### src/rtl/j1708_tx_access_ctrl_if.sv
// ---------------------------------------------------------------------------
// j1708_tx_access_ctrl_if
//   Bundles every non-clock/reset signal of the J1708 transmit access
//   controller: the TX message buffer port, the UART transmitter port, the
//   echo receive port, the shared bus-timing inputs and the status outputs.
//
//   master : controller side (j1708_tx_access_ctrl)
//   slave  : environment side (buffer, UART, receiver, bus timing)
//
//   enable               module enable; low aborts to RESET
//   bit_tick             one-cycle pulse per J1708 bit time
//   J1708_line_idle      bus idle (>=10 bit times recessive)
//   tx_request           level: a message is ready in the buffer
//   tx_priority[2:0]     message priority (0 treated as 8)
//   tx_length[7:0]       message length in bytes including MID
//   tx_byte_addr[7:0]    buffer read address
//   tx_byte_data[7:0]    buffer read data, valid 1 clk after address change
//   uart_tx_byte[7:0]    byte handed to the UART
//   uart_tx_start        one-cycle UART start pulse
//   uart_tx_busy         UART is shifting
//   J1708_rx_byte[7:0]   received (echo) byte
//   J1708_rx_byte_valid  echo byte strobe
//   tx_message_process   high while a message is being transmitted
//   tx_done              one-cycle pulse: message fully sent
//   tx_fail              one-cycle pulse: message abandoned
//   retry_count[3:0]     collisions seen for the current message
// ---------------------------------------------------------------------------
interface j1708_tx_access_ctrl_if;
  logic       enable;
  logic       bit_tick;
  logic       J1708_line_idle;
  logic       tx_request;
  logic [2:0] tx_priority;
  logic [7:0] tx_length;
  logic [7:0] tx_byte_addr;
  logic [7:0] tx_byte_data;
  logic [7:0] uart_tx_byte;
  logic       uart_tx_start;
  logic       uart_tx_busy;
  logic [7:0] J1708_rx_byte;
  logic       J1708_rx_byte_valid;
  logic       tx_message_process;
  logic       tx_done;
  logic       tx_fail;
  logic [3:0] retry_count;

  modport master (
    input  enable, bit_tick, J1708_line_idle, tx_request, tx_priority,
           tx_length, tx_byte_data, uart_tx_busy, J1708_rx_byte,
           J1708_rx_byte_valid,
    output tx_byte_addr, uart_tx_byte, uart_tx_start, tx_message_process,
           tx_done, tx_fail, retry_count
  );

  modport slave (
    output enable, bit_tick, J1708_line_idle, tx_request, tx_priority,
           tx_length, tx_byte_data, uart_tx_busy, J1708_rx_byte,
           J1708_rx_byte_valid,
    input  tx_byte_addr, uart_tx_byte, uart_tx_start, tx_message_process,
           tx_done, tx_fail, retry_count
  );
endinterface

### src/rtl/j1708_tx_access_ctrl.sv
// ---------------------------------------------------------------------------
// j1708_tx_access_ctrl
//   Sequences one J1708 message transmission between the TX message buffer
//   and the UART transmitter: waits for an idle bus, applies the 2*P bit-time
//   priority delay, streams the bytes one at a time, checks the echo of each
//   byte and retries the whole message from the MID on a collision.
//   tx_message_process is held high for the whole attempt so the receive
//   state machine can ignore our own echoed message.
//
// Ports
//   clk   system clock
//   rst   synchronous reset, active-high
//   bus   j1708_tx_access_ctrl_if.master (see interface file for signals)
//
// Parameters
//   MAX_RETRY     collisions tolerated before tx_fail (1..15)
//   ECHO_TIMEOUT  bit ticks to wait for a byte's echo before a collision
//
// Build option
//   J1708_TX_ECHO_CHECK_ALL_EN : when defined every echoed byte is compared
//   with the sent byte; otherwise only the MID echo is compared and later
//   bytes only need an echo strobe.
// ---------------------------------------------------------------------------
module j1708_tx_access_ctrl #(
  parameter int MAX_RETRY    = 3,
  parameter int ECHO_TIMEOUT = 20
) (
  input logic                    clk,
  input logic                    rst,
  j1708_tx_access_ctrl_if.master bus
);

  localparam int              TO_W        = $clog2(ECHO_TIMEOUT + 1);
  localparam logic [TO_W-1:0] TO_LIMIT    = TO_W'(ECHO_TIMEOUT);
  localparam logic [3:0]      RETRY_LIMIT = 4'(MAX_RETRY);

  typedef enum logic [3:0] {
    S_RESET, S_IDLE, S_WAIT_BUS, S_PRIO_DLY, S_LOAD,
    S_SEND, S_ECHO, S_COLLIDE, S_DONE, S_FAIL
  } state_t;

  state_t          state_q, state_nxt;
  logic [3:0]      prio_q, prio_nxt;          // effective priority 1..8
  logic [7:0]      len_q, len_nxt;
  logic [4:0]      prio_cnt_q, prio_cnt_nxt;  // bit ticks spent in priority delay
  logic [TO_W-1:0] to_cnt_q, to_cnt_nxt;      // bit ticks spent waiting for echo
  logic            load_wait_q, load_wait_nxt;
  logic [7:0]      addr_q, addr_nxt;
  logic [7:0]      byte_q, byte_nxt;
  logic [3:0]      retry_q, retry_nxt;
  logic            tmp_q, tmp_nxt;
  logic            start_q, start_nxt;
  logic            done_q, done_nxt;
  logic            fail_q, fail_nxt;
  logic            cmp_en;
  logic            last_byte;

  function automatic logic [4:0] sat_inc5(input logic [4:0] v);
    return (v == 5'h1f) ? v : v + 5'd1;
  endfunction

  function automatic logic [3:0] sat_inc4(input logic [3:0] v);
    return (v == 4'hf) ? v : v + 4'd1;
  endfunction

  function automatic logic [TO_W-1:0] sat_inc_to(input logic [TO_W-1:0] v);
    return (v == {TO_W{1'b1}}) ? v : v + 1'b1;
  endfunction

  always_comb begin
    state_nxt     = state_q;
    prio_nxt      = prio_q;
    len_nxt       = len_q;
    prio_cnt_nxt  = prio_cnt_q;
    to_cnt_nxt    = to_cnt_q;
    load_wait_nxt = load_wait_q;
    addr_nxt      = addr_q;
    byte_nxt      = byte_q;
    retry_nxt     = retry_q;
    tmp_nxt       = tmp_q;
    start_nxt     = 1'b0;
    done_nxt      = 1'b0;
    fail_nxt      = 1'b0;
`ifdef J1708_TX_ECHO_CHECK_ALL_EN
    cmp_en        = 1'b1;
`else
    cmp_en        = (addr_q == 8'd0);
`endif
    // addr never exceeds L-1, so addr+1 cannot wrap here
    last_byte     = ((addr_q + 8'd1) == len_q);

    case (state_q)
      S_RESET: begin
        if (bus.J1708_line_idle) state_nxt = S_IDLE;
      end
      S_IDLE: begin
        if (bus.tx_request) begin
          prio_nxt = (bus.tx_priority == 3'd0) ? 4'd8 : {1'b0, bus.tx_priority};
          len_nxt  = bus.tx_length;
          if (bus.tx_length < 8'd2) begin
            // a message needs at least MID + one byte; reject without bus access
            fail_nxt = 1'b1;
          end else begin
            tmp_nxt   = 1'b1;
            retry_nxt = 4'd0;
            addr_nxt  = 8'd0;
            state_nxt = S_WAIT_BUS;
          end
        end
      end
      S_WAIT_BUS: begin
        if (bus.J1708_line_idle) begin
          prio_cnt_nxt = 5'd0;
          state_nxt    = S_PRIO_DLY;
        end
      end
      S_PRIO_DLY: begin
        // losing the idle bus restarts arbitration but is not a collision
        if (!bus.J1708_line_idle) begin
          state_nxt = S_WAIT_BUS;
        end else if (bus.bit_tick) begin
          prio_cnt_nxt = sat_inc5(prio_cnt_q);
          if (prio_cnt_nxt == {prio_q, 1'b0}) begin
            addr_nxt      = 8'd0;
            load_wait_nxt = 1'b0;
            state_nxt     = S_LOAD;
          end
        end
      end
      S_LOAD: begin
        // first cycle lets the buffer read settle, second captures the byte
        if (!load_wait_q) begin
          load_wait_nxt = 1'b1;
        end else begin
          load_wait_nxt = 1'b0;
          byte_nxt      = bus.tx_byte_data;
          state_nxt     = S_SEND;
        end
      end
      S_SEND: begin
        if (!bus.uart_tx_busy) begin
          start_nxt  = 1'b1;
          to_cnt_nxt = '0;
          state_nxt  = S_ECHO;
        end
      end
      S_ECHO: begin
        // an echo strobe takes precedence over a timeout in the same cycle
        if (bus.J1708_rx_byte_valid) begin
          if (cmp_en && (bus.J1708_rx_byte != byte_q)) begin
            state_nxt = S_COLLIDE;
          end else if (last_byte) begin
            state_nxt = S_DONE;
          end else begin
            addr_nxt      = addr_q + 8'd1;
            load_wait_nxt = 1'b0;
            state_nxt     = S_LOAD;
          end
        end else if (bus.bit_tick) begin
          to_cnt_nxt = sat_inc_to(to_cnt_q);
          if (to_cnt_nxt >= TO_LIMIT) state_nxt = S_COLLIDE;
        end
      end
      S_COLLIDE: begin
        retry_nxt = sat_inc4(retry_q);
        state_nxt = (retry_nxt >= RETRY_LIMIT) ? S_FAIL : S_WAIT_BUS;
      end
      S_DONE: begin
        done_nxt  = 1'b1;
        tmp_nxt   = 1'b0;
        state_nxt = S_IDLE;
      end
      S_FAIL: begin
        fail_nxt  = 1'b1;
        tmp_nxt   = 1'b0;
        state_nxt = S_IDLE;
      end
      default: state_nxt = S_RESET;
    endcase
  end

  // dropping enable behaves exactly like reset
  always_ff @(posedge clk) begin
    if (rst || !bus.enable) begin
      state_q     <= S_RESET;
      prio_q      <= 4'd0;
      len_q       <= 8'd0;
      prio_cnt_q  <= 5'd0;
      to_cnt_q    <= '0;
      load_wait_q <= 1'b0;
      addr_q      <= 8'd0;
      byte_q      <= 8'd0;
      retry_q     <= 4'd0;
      tmp_q       <= 1'b0;
      start_q     <= 1'b0;
      done_q      <= 1'b0;
      fail_q      <= 1'b0;
    end else begin
      state_q     <= state_nxt;
      prio_q      <= prio_nxt;
      len_q       <= len_nxt;
      prio_cnt_q  <= prio_cnt_nxt;
      to_cnt_q    <= to_cnt_nxt;
      load_wait_q <= load_wait_nxt;
      addr_q      <= addr_nxt;
      byte_q      <= byte_nxt;
      retry_q     <= retry_nxt;
      tmp_q       <= tmp_nxt;
      start_q     <= start_nxt;
      done_q      <= done_nxt;
      fail_q      <= fail_nxt;
    end
  end

  assign bus.tx_byte_addr       = addr_q;
  assign bus.uart_tx_byte       = byte_q;
  assign bus.uart_tx_start      = start_q;
  assign bus.tx_message_process = tmp_q;
  assign bus.tx_done            = done_q;
  assign bus.tx_fail            = fail_q;
  assign bus.retry_count        = retry_q;

endmodule

### src/flat_wrapper.sv
// flat-port wrapper written by rule: the top's interface ports become plain ports
module j1708_tx_access_ctrl_flat 
#(
  parameter int MAX_RETRY    = 3,
  parameter int ECHO_TIMEOUT = 20
)
  (clk, rst, bus_enable, bus_bit_tick, bus_J1708_line_idle, bus_tx_request, bus_tx_priority, bus_tx_length, bus_tx_byte_data, bus_uart_tx_busy, bus_J1708_rx_byte, bus_J1708_rx_byte_valid, bus_tx_byte_addr, bus_uart_tx_byte, bus_uart_tx_start, bus_tx_message_process, bus_tx_done, bus_tx_fail, bus_retry_count);
  j1708_tx_access_ctrl_if bus_i ();
  input logic clk;
  input logic rst;
  input wire logic [$bits(bus_i.enable)-1:0] bus_enable;
  input wire logic [$bits(bus_i.bit_tick)-1:0] bus_bit_tick;
  input wire logic [$bits(bus_i.J1708_line_idle)-1:0] bus_J1708_line_idle;
  input wire logic [$bits(bus_i.tx_request)-1:0] bus_tx_request;
  input wire logic [$bits(bus_i.tx_priority)-1:0] bus_tx_priority;
  input wire logic [$bits(bus_i.tx_length)-1:0] bus_tx_length;
  input wire logic [$bits(bus_i.tx_byte_data)-1:0] bus_tx_byte_data;
  input wire logic [$bits(bus_i.uart_tx_busy)-1:0] bus_uart_tx_busy;
  input wire logic [$bits(bus_i.J1708_rx_byte)-1:0] bus_J1708_rx_byte;
  input wire logic [$bits(bus_i.J1708_rx_byte_valid)-1:0] bus_J1708_rx_byte_valid;
  output wire logic [$bits(bus_i.tx_byte_addr)-1:0] bus_tx_byte_addr;
  output wire logic [$bits(bus_i.uart_tx_byte)-1:0] bus_uart_tx_byte;
  output wire logic [$bits(bus_i.uart_tx_start)-1:0] bus_uart_tx_start;
  output wire logic [$bits(bus_i.tx_message_process)-1:0] bus_tx_message_process;
  output wire logic [$bits(bus_i.tx_done)-1:0] bus_tx_done;
  output wire logic [$bits(bus_i.tx_fail)-1:0] bus_tx_fail;
  output wire logic [$bits(bus_i.retry_count)-1:0] bus_retry_count;
  assign bus_i.enable = bus_enable;
  assign bus_i.bit_tick = bus_bit_tick;
  assign bus_i.J1708_line_idle = bus_J1708_line_idle;
  assign bus_i.tx_request = bus_tx_request;
  assign bus_i.tx_priority = bus_tx_priority;
  assign bus_i.tx_length = bus_tx_length;
  assign bus_i.tx_byte_data = bus_tx_byte_data;
  assign bus_i.uart_tx_busy = bus_uart_tx_busy;
  assign bus_i.J1708_rx_byte = bus_J1708_rx_byte;
  assign bus_i.J1708_rx_byte_valid = bus_J1708_rx_byte_valid;
  assign bus_tx_byte_addr = bus_i.tx_byte_addr;
  assign bus_uart_tx_byte = bus_i.uart_tx_byte;
  assign bus_uart_tx_start = bus_i.uart_tx_start;
  assign bus_tx_message_process = bus_i.tx_message_process;
  assign bus_tx_done = bus_i.tx_done;
  assign bus_tx_fail = bus_i.tx_fail;
  assign bus_retry_count = bus_i.retry_count;
  j1708_tx_access_ctrl #(.MAX_RETRY(MAX_RETRY), .ECHO_TIMEOUT(ECHO_TIMEOUT)) u_core (.clk(clk), .rst(rst), .bus(bus_i));
endmodule
### config.mk
export PLATFORM = sky130hd
export DESIGN_NAME = j1708_tx_access_ctrl_flat
export DESIGN_NICKNAME = d
export VERILOG_FILES = /design/src/rtl/j1708_tx_access_ctrl_if.sv /design/src/rtl/j1708_tx_access_ctrl.sv /design/src/flat_wrapper.sv
export SDC_FILE = /design/constraint.sdc
export NUM_CORES = 1
export LEC_CHECK = 0
export CAP_MARGIN = 10
export CORE_ASPECT_RATIO = 1.75
export CORE_UTILIZATION = 27
export CTS_BUF_LIST = sky130_fd_sc_hd__clkbuf_2 sky130_fd_sc_hd__clkbuf_4 sky130_fd_sc_hd__clkbuf_8
export CTS_CLUSTER_DIAMETER = 100
export DETAILED_ROUTE_END_ITERATION = 8
export GPL_ROUTABILITY_DRIVEN = 0
export PLACE_DENSITY = 0.45
export SYNTH_ARGS = -nofsm -noshare
export SYNTH_HDL_FRONTEND = slang
export SYNTH_SLANG_ARGS = --single-unit
export TNS_END_PERCENT = 50
### constraint.sdc
create_clock -name clk -period 2.9 [get_ports clk]
set_input_delay 0.58 -clock clk [delete_from_list [all_inputs] [get_ports clk]]
set_output_delay 0.58 -clock clk [all_outputs]
set_load 0.05 [all_outputs]
Yosys cells after proc, flatten, opt, wreduce, memory -nomap -nowiden
Index checks and enable logic that the tools add are counted.
{"block": "totals", "ff_bits": 51, "inputBits": 35, "output_inout_bits": 24, "wordCells": 133}
{"block": "op_classes", "addsub": 4, "order_cmp": 3, "n_eq_ne": 33, "n_mux": 56, "n_bitwise": 1, "n_reduce_logical": 23}
{"operator": "$mux W4", "n": 19}
{"operator": "$mux W8", "n": 8}
{"operator": "$mux W5", "n": 8}
{"operator": "$pmux W4 S9", "n": 1}
{"operator": "$ne A2 B2 Y1 const B", "n": 12}
{"operator": "$pmux W8 S3", "n": 1}
{"operator": "$pmux W5 S2", "n": 2}
{"operator": "$eq A4 B3 Y1 const B", "n": 4}
{"operator": "$mux W1", "n": 13}
{"operator": "$eq A4 B4 Y1 const B", "n": 3}
{"operator": "$add A5 B1 Y5 const B", "n": 2}
{"operator": "$eq A5 B5 Y1 const B", "n": 2}
{"operator": "$reduce_and A10 Y1", "n": 1}
{"operator": "$reduce_and A9 Y1", "n": 1}
{"operator": "$add A8 B1 Y8 const B", "n": 1}
{"operator": "$eq A4 B2 Y1 const B", "n": 2}
{"operator": "$eq A8 B8 Y1", "n": 1}
{"operator": "$logic_not A8 Y1", "n": 1}
{"operator": "$lt A8 B2 Y1 const B", "n": 1}
{"operator": "$ne A8 B8 Y1", "n": 1}
{"operator": "$pmux W4 S2", "n": 1}
{"operator": "$reduce_and A4 Y1", "n": 2}
{"operator": "$reduce_bool A2 Y1", "n": 4}
{"operator": "$reduce_and A7 Y1", "n": 1}
{"operator": "other kinds (20)", "n": 28}

Logic depth before layout (Yosys ltp)
{"block": "logic_depth", "ltp_word": 7, "depth_mapped": 10, "mapped_depth_nobuf": 9}

Worst setup path after synthesis
No wires, ideal clock.
{"block": "synth_path", "kind": "reg2reg", "startpoint": "reg u_core.addr_q[0] (netlist: u_core.bus.tx_byte_addr[0])", "endpoint": "reg u_core.state_q[2]", "setup_ns": 0.117, "arrival_time_ns": 2.735, "required_ns": 2.783, "slack_ns": 0.047, "stages_incl_launch_ff": 11, "path_buffers": 1, "period_less_slack_ns": 2.853, "path_cell_list": "dfxtp_1 -> buf_2 -> inv_1 -> ha_1 -> xor2_1 -> a211oi_2 -> o211ai_1 -> or4_4 -> nor3_2 -> o211ai_1 -> a32o_1"}
{"block": "synth_via", "elab_chain_cells": 6, "elab_cells_between_ends": 8, "classes_between": "add/sub (1); eq/ne (1); mux (4); reduce/logical (2)"}
{"item": "start, declared", "line_no": "j1708_tx_access_ctrl.sv:48", "source": "logic [7:0] addr_q, addr_nxt;"}
{"item": "start signal, assigned", "line_no": "j1708_tx_access_ctrl.sv:205", "source": "addr_q <= addr_nxt;"}
{"item": "$add A8 B1 Y8", "line_no": "j1708_tx_access_ctrl.sv:90", "source": "last_byte = ((addr_q + 8'd1) == len_q);"}
{"item": "$eq A8 B8 Y1", "line_no": "j1708_tx_access_ctrl.sv:90"}
{"item": "$mux W4", "line_no": "j1708_tx_access_ctrl.sv:152", "source": "end else if (last_byte) begin"}
{"item": "$mux W4 (*)", "line_no": "j1708_tx_access_ctrl.sv:150", "source": "if (cmp_en && (bus.J1708_rx_byte != byte_q)) begin"}
{"item": "$mux W4 (*)", "line_no": "j1708_tx_access_ctrl.sv:149", "source": "if (bus.J1708_rx_byte_valid) begin"}
{"item": "$pmux W4 S9 (*)", "line_no": "j1708_tx_access_ctrl.sv:92", "source": "case (state_q)"}
{"item": "end signal, assigned", "line_no": "j1708_tx_access_ctrl.sv:199", "source": "state_q <= state_nxt;"}
{"item": "end, declared", "line_no": "j1708_tx_access_ctrl.sv:42", "source": "state_t state_q, state_nxt;"}
Every way passes the cells marked *; elsewhere a longest branch is shown, timed or not.
A chain may end at the register's enable or synchronous reset.

Final worst setup path
{"block": "layout_path", "startpoint": "reg u_core.addr_q[1] (netlist: u_core.bus.tx_byte_addr[1])", "endpoint": "reg u_core.state_q[2]"}
Same word-level chain as after synthesis.

==> results.md <==
* Dpl cell area at roughly 0.0038 sq mm
* Synth area leaders: dfxtp_1 (34%), a21oi_1 (5.3%), mux2i_1 (5.3%), nand2_1 (5.1%), xor2_1 (4.6%)
* Starting density of the core at roughly 28%
* Final instance area at 0.003946 sq mm
* Routed WL at around 8900 microns
* Leakage at between 1 and 1.5 nW
* Final worst-path cycle share at approximately nine tenths
* YS warnings at 0
* Max stage delay on crit path at ~0.60 ns
* Largest area contributor in the netlist: dfxtp_1
* Largest family of logic cells by synthesized area: simple AND/OR/NAND/NOR gates
* Final Max Tran Viols at 0
* Slowest CP cell: or4_4
* Post-CTS resize count at 0
* Setup Viol. Count Final at 0
* Hold WC Path Type: flop to flop
* Post-CTS Setup Inserts at 0
* Syn Nets at 417
* Kind of critical path: flop to flop
* Mux cell area share after synthesis at 5.671%
* Worst Skew at approximately 0.007 ns
* RSZ-0062 raised after global routing: no
* Synth top area share at between 30% and 40%
* Simple-Gate Fraction of Synth Area at between 20 and 30%
* Mean Syn Cell Area at ~8 sq um
* Mapped cell area at 0.003023 sq mm
* Fraction of the mapped netlist area in adder cells at 2.070%
* Outcome: complete, no violations
* Min Clock Period, post-route at about 2.6 ns
* Largest net degree at the start of global routing at 18
* CP cell instances: inv_1, ha_1, xor2_1, a211oi_2, o211ai_1, or4_4, nor3_2, o211ai_1, a32o_1
* Drt wl/cell at around 16 microns
* Slew HR at just under 60%
* HPWL Detailed at 6960 microns
* Multi-input gate area at 0.001888 sq mm
* Drt initial violations at 109
* Synth cell types at 56
* Max cap viols at 0
* Crit end category: flop
* Global-route wire length before repair at approximately 14000 microns
* First-pass DRT Iterations at 4
* Post-Layout Cell Count at ~570
* Cts-stage hold buffer count at 0
* Die Wd at between 80 and 90 microns
* Final #Nets at roughly 480
* Core area at 0.01082 sq mm
* Area growth syn-to-layout at 30.55%
* Synth Flop Type: dfxtp_1
* Commonest cells after routing, fill and taps aside: clkdlybuf4s50_1 (58), dfxtp_1 (51), nand2_1 (41)
* Port Buf Inserts at slightly below 60
* Antenna violations before repair at 0
* CTS root buffer: clkbuf_8
* CP Launch Type: flop
* EDFF count, synth at 0
* Synth Area in Compound Gates at a little over a fifth
* Post-route setup slack at approximately 0.26 ns
* Setup TNS at 0 ns
* Worst skew pair latency at approximately 0.31 ns
* Total gr overflow at 0
* Seq/Total Area, Yosys at about a third
* PD cells at roughly 340 mW/mm^2
* Final Util at 36.46%
* Total CTS buffers at 5
* Cells after DPL at ~570
* Row Count at 50
* Worst Tran Pin Value at 0.6179 ns
* Share of cells above drive strength 1 at 7.883%
* Antenna viol nets, final at 0
* DRC Markers at 0
* Synthesized netlist cell count at between 300 and 400
* FF+latch count, synth at between 50 and 60
* WP data arrival at roughly 2.9 ns
* Worst path required time at around 3.1 ns
* Synth Area in XOR/XNOR at around 5.5%
* Ant. Diodes at 0
* Max frequency at around 0.38 GHz
* Count of clock tree sinks at between 50 and 60
* Storage element area at 0.001021 sq mm
* CTS clock-pin slew for the worst setup and hold paths at roughly 0.09 ns
* Die area at between 0.01 and 0.015 sq mm
* CTS tree: yes
* FILL cells at between 1000 and 1500
* Most common cell after layout, fill and taps aside: clkdlybuf4s50_1
* Vias per Instance at 5.244
* Worst slack, placed at between 0.15 and 0.2 ns
* Via count at between 3000 and 4000
* CTS max path bufs at 2
* Top cell by count, worst path: o211ai_1
* Die H at about 140 microns
* Worst vdd rail ir drop at roughly 0.20 mV
* I/O pins at just under 60
* GR Util All Layers at 16.17%
* Fin. Hold Viols at 0
* Post-synth ARST share at 0%
* Critical Path Fanout Max at 8
* Htree depth at 2
* Vias in the first global route at ~3000
-- state kept, by name (all words and copies together) (netlist names) --
signal	flops
u_core.bus.tx_byte_addr	8
u_core.bus.uart_tx_byte	8
u_core.len_q	8
u_core.prio_cnt_q	5
u_core.to_cnt_q	5
u_core.bus.retry_count	4
u_core.prio_q	4
u_core.state_q	4
u_core.bus.tx_done	1
u_core.bus.tx_fail	1
u_core.bus.tx_message_process	1
u_core.bus.uart_tx_start	1
u_core.load_wait_q	1
-- Yosys cell counts (7+ instances only) --
library cell   n
nor2b_1        9
nand2_1       41
nor3_1        13
mux2i_1       16
clkbuf_1      12
nand3_1       21
inv_1          7
dfxtp_1       51
xor2_1        16
o311ai_0       8
nand2b_1       8
nor2_1        34
o21ai_0       11
a21oi_1       32
-- final timing paths --
path                            startpoint                       endpoint  slack, ns  cells after the start
max reg2reg     u_core.bus.tx_byte_addr[1]              u_core.state_q[2]       0.26                      9
min reg2reg  u_core.bus.tx_message_process  u_core.bus.tx_message_process       0.48                      2
min          u_core.bus.tx_message_process  u_core.bus.tx_message_process       0.48                      2
max             u_core.bus.tx_byte_addr[1]              u_core.state_q[2]       0.26                      9
-- metal layers --
metal	GRT usage, %	part of all wire [%]	wire, microns
met1	17.74	39	3525
met2	29.75	55	4949
met3	1.987	2.6	229
met4	7.202	2.5	225
met5	0	0	0
-- logic make-up after synthesis --
group	Yosys count
xor gates and xnor gates	19
adders and majority gates	5
buffers and inverters	26
DFF	51
and+or+nand+nor	163
AOI/OAI and AO/OA	96
muxes	17
-- per-stage QoR --
step / hold WS, ns / power [mW]
after floorplan: 0.4837 / 0.7756
after global placement: 0.4710 / 0.8486
after detailed placement: 0.4670 / 0.8491
after CTS: 0.4842 / 1.384
after global routing: 0.5070 / 1.416
final: 0.4764 / 1.358
-- layout make-up --
class | instances | share of cell area, %
well taps | 130 | 4.122
inverters | 7 | 0.6658
clock inverters | 2 | 0.8878
clock buffers | 6 | 2.093
repair buffers | 78 | 18.52
flip-flops and latches | 51 | 25.87
multi-input cells | 300 | 47.84
-- power by group --
part / switching [mW] / internal (mW) / leakage [nW] / total, mW
logic: 0.0559 / 0.0676 / 0.979 / 0.123
clock network: 0.247 / 0.280 / 0.0612 / 0.526
registers: 0.00558 / 0.703 / 0.411 / 0.708
total: 0.308 / 1.05 / 1.45 / 1.36
-- critical path, delay by kind of cell, from the launching register on --
family / cells / cell delay, ns
buffers and inverters: 1 / 0.08
adders and majority gates: 1 / 0.33
DFF: 1 / 0.49
xor gates and xnor gates: 1 / 0.16
and+or+nand+nor: 2 / 0.81
AOI/OAI and AO/OA: 4 / 0.68
No activity file was read; power rests on OpenSTA's default activity.
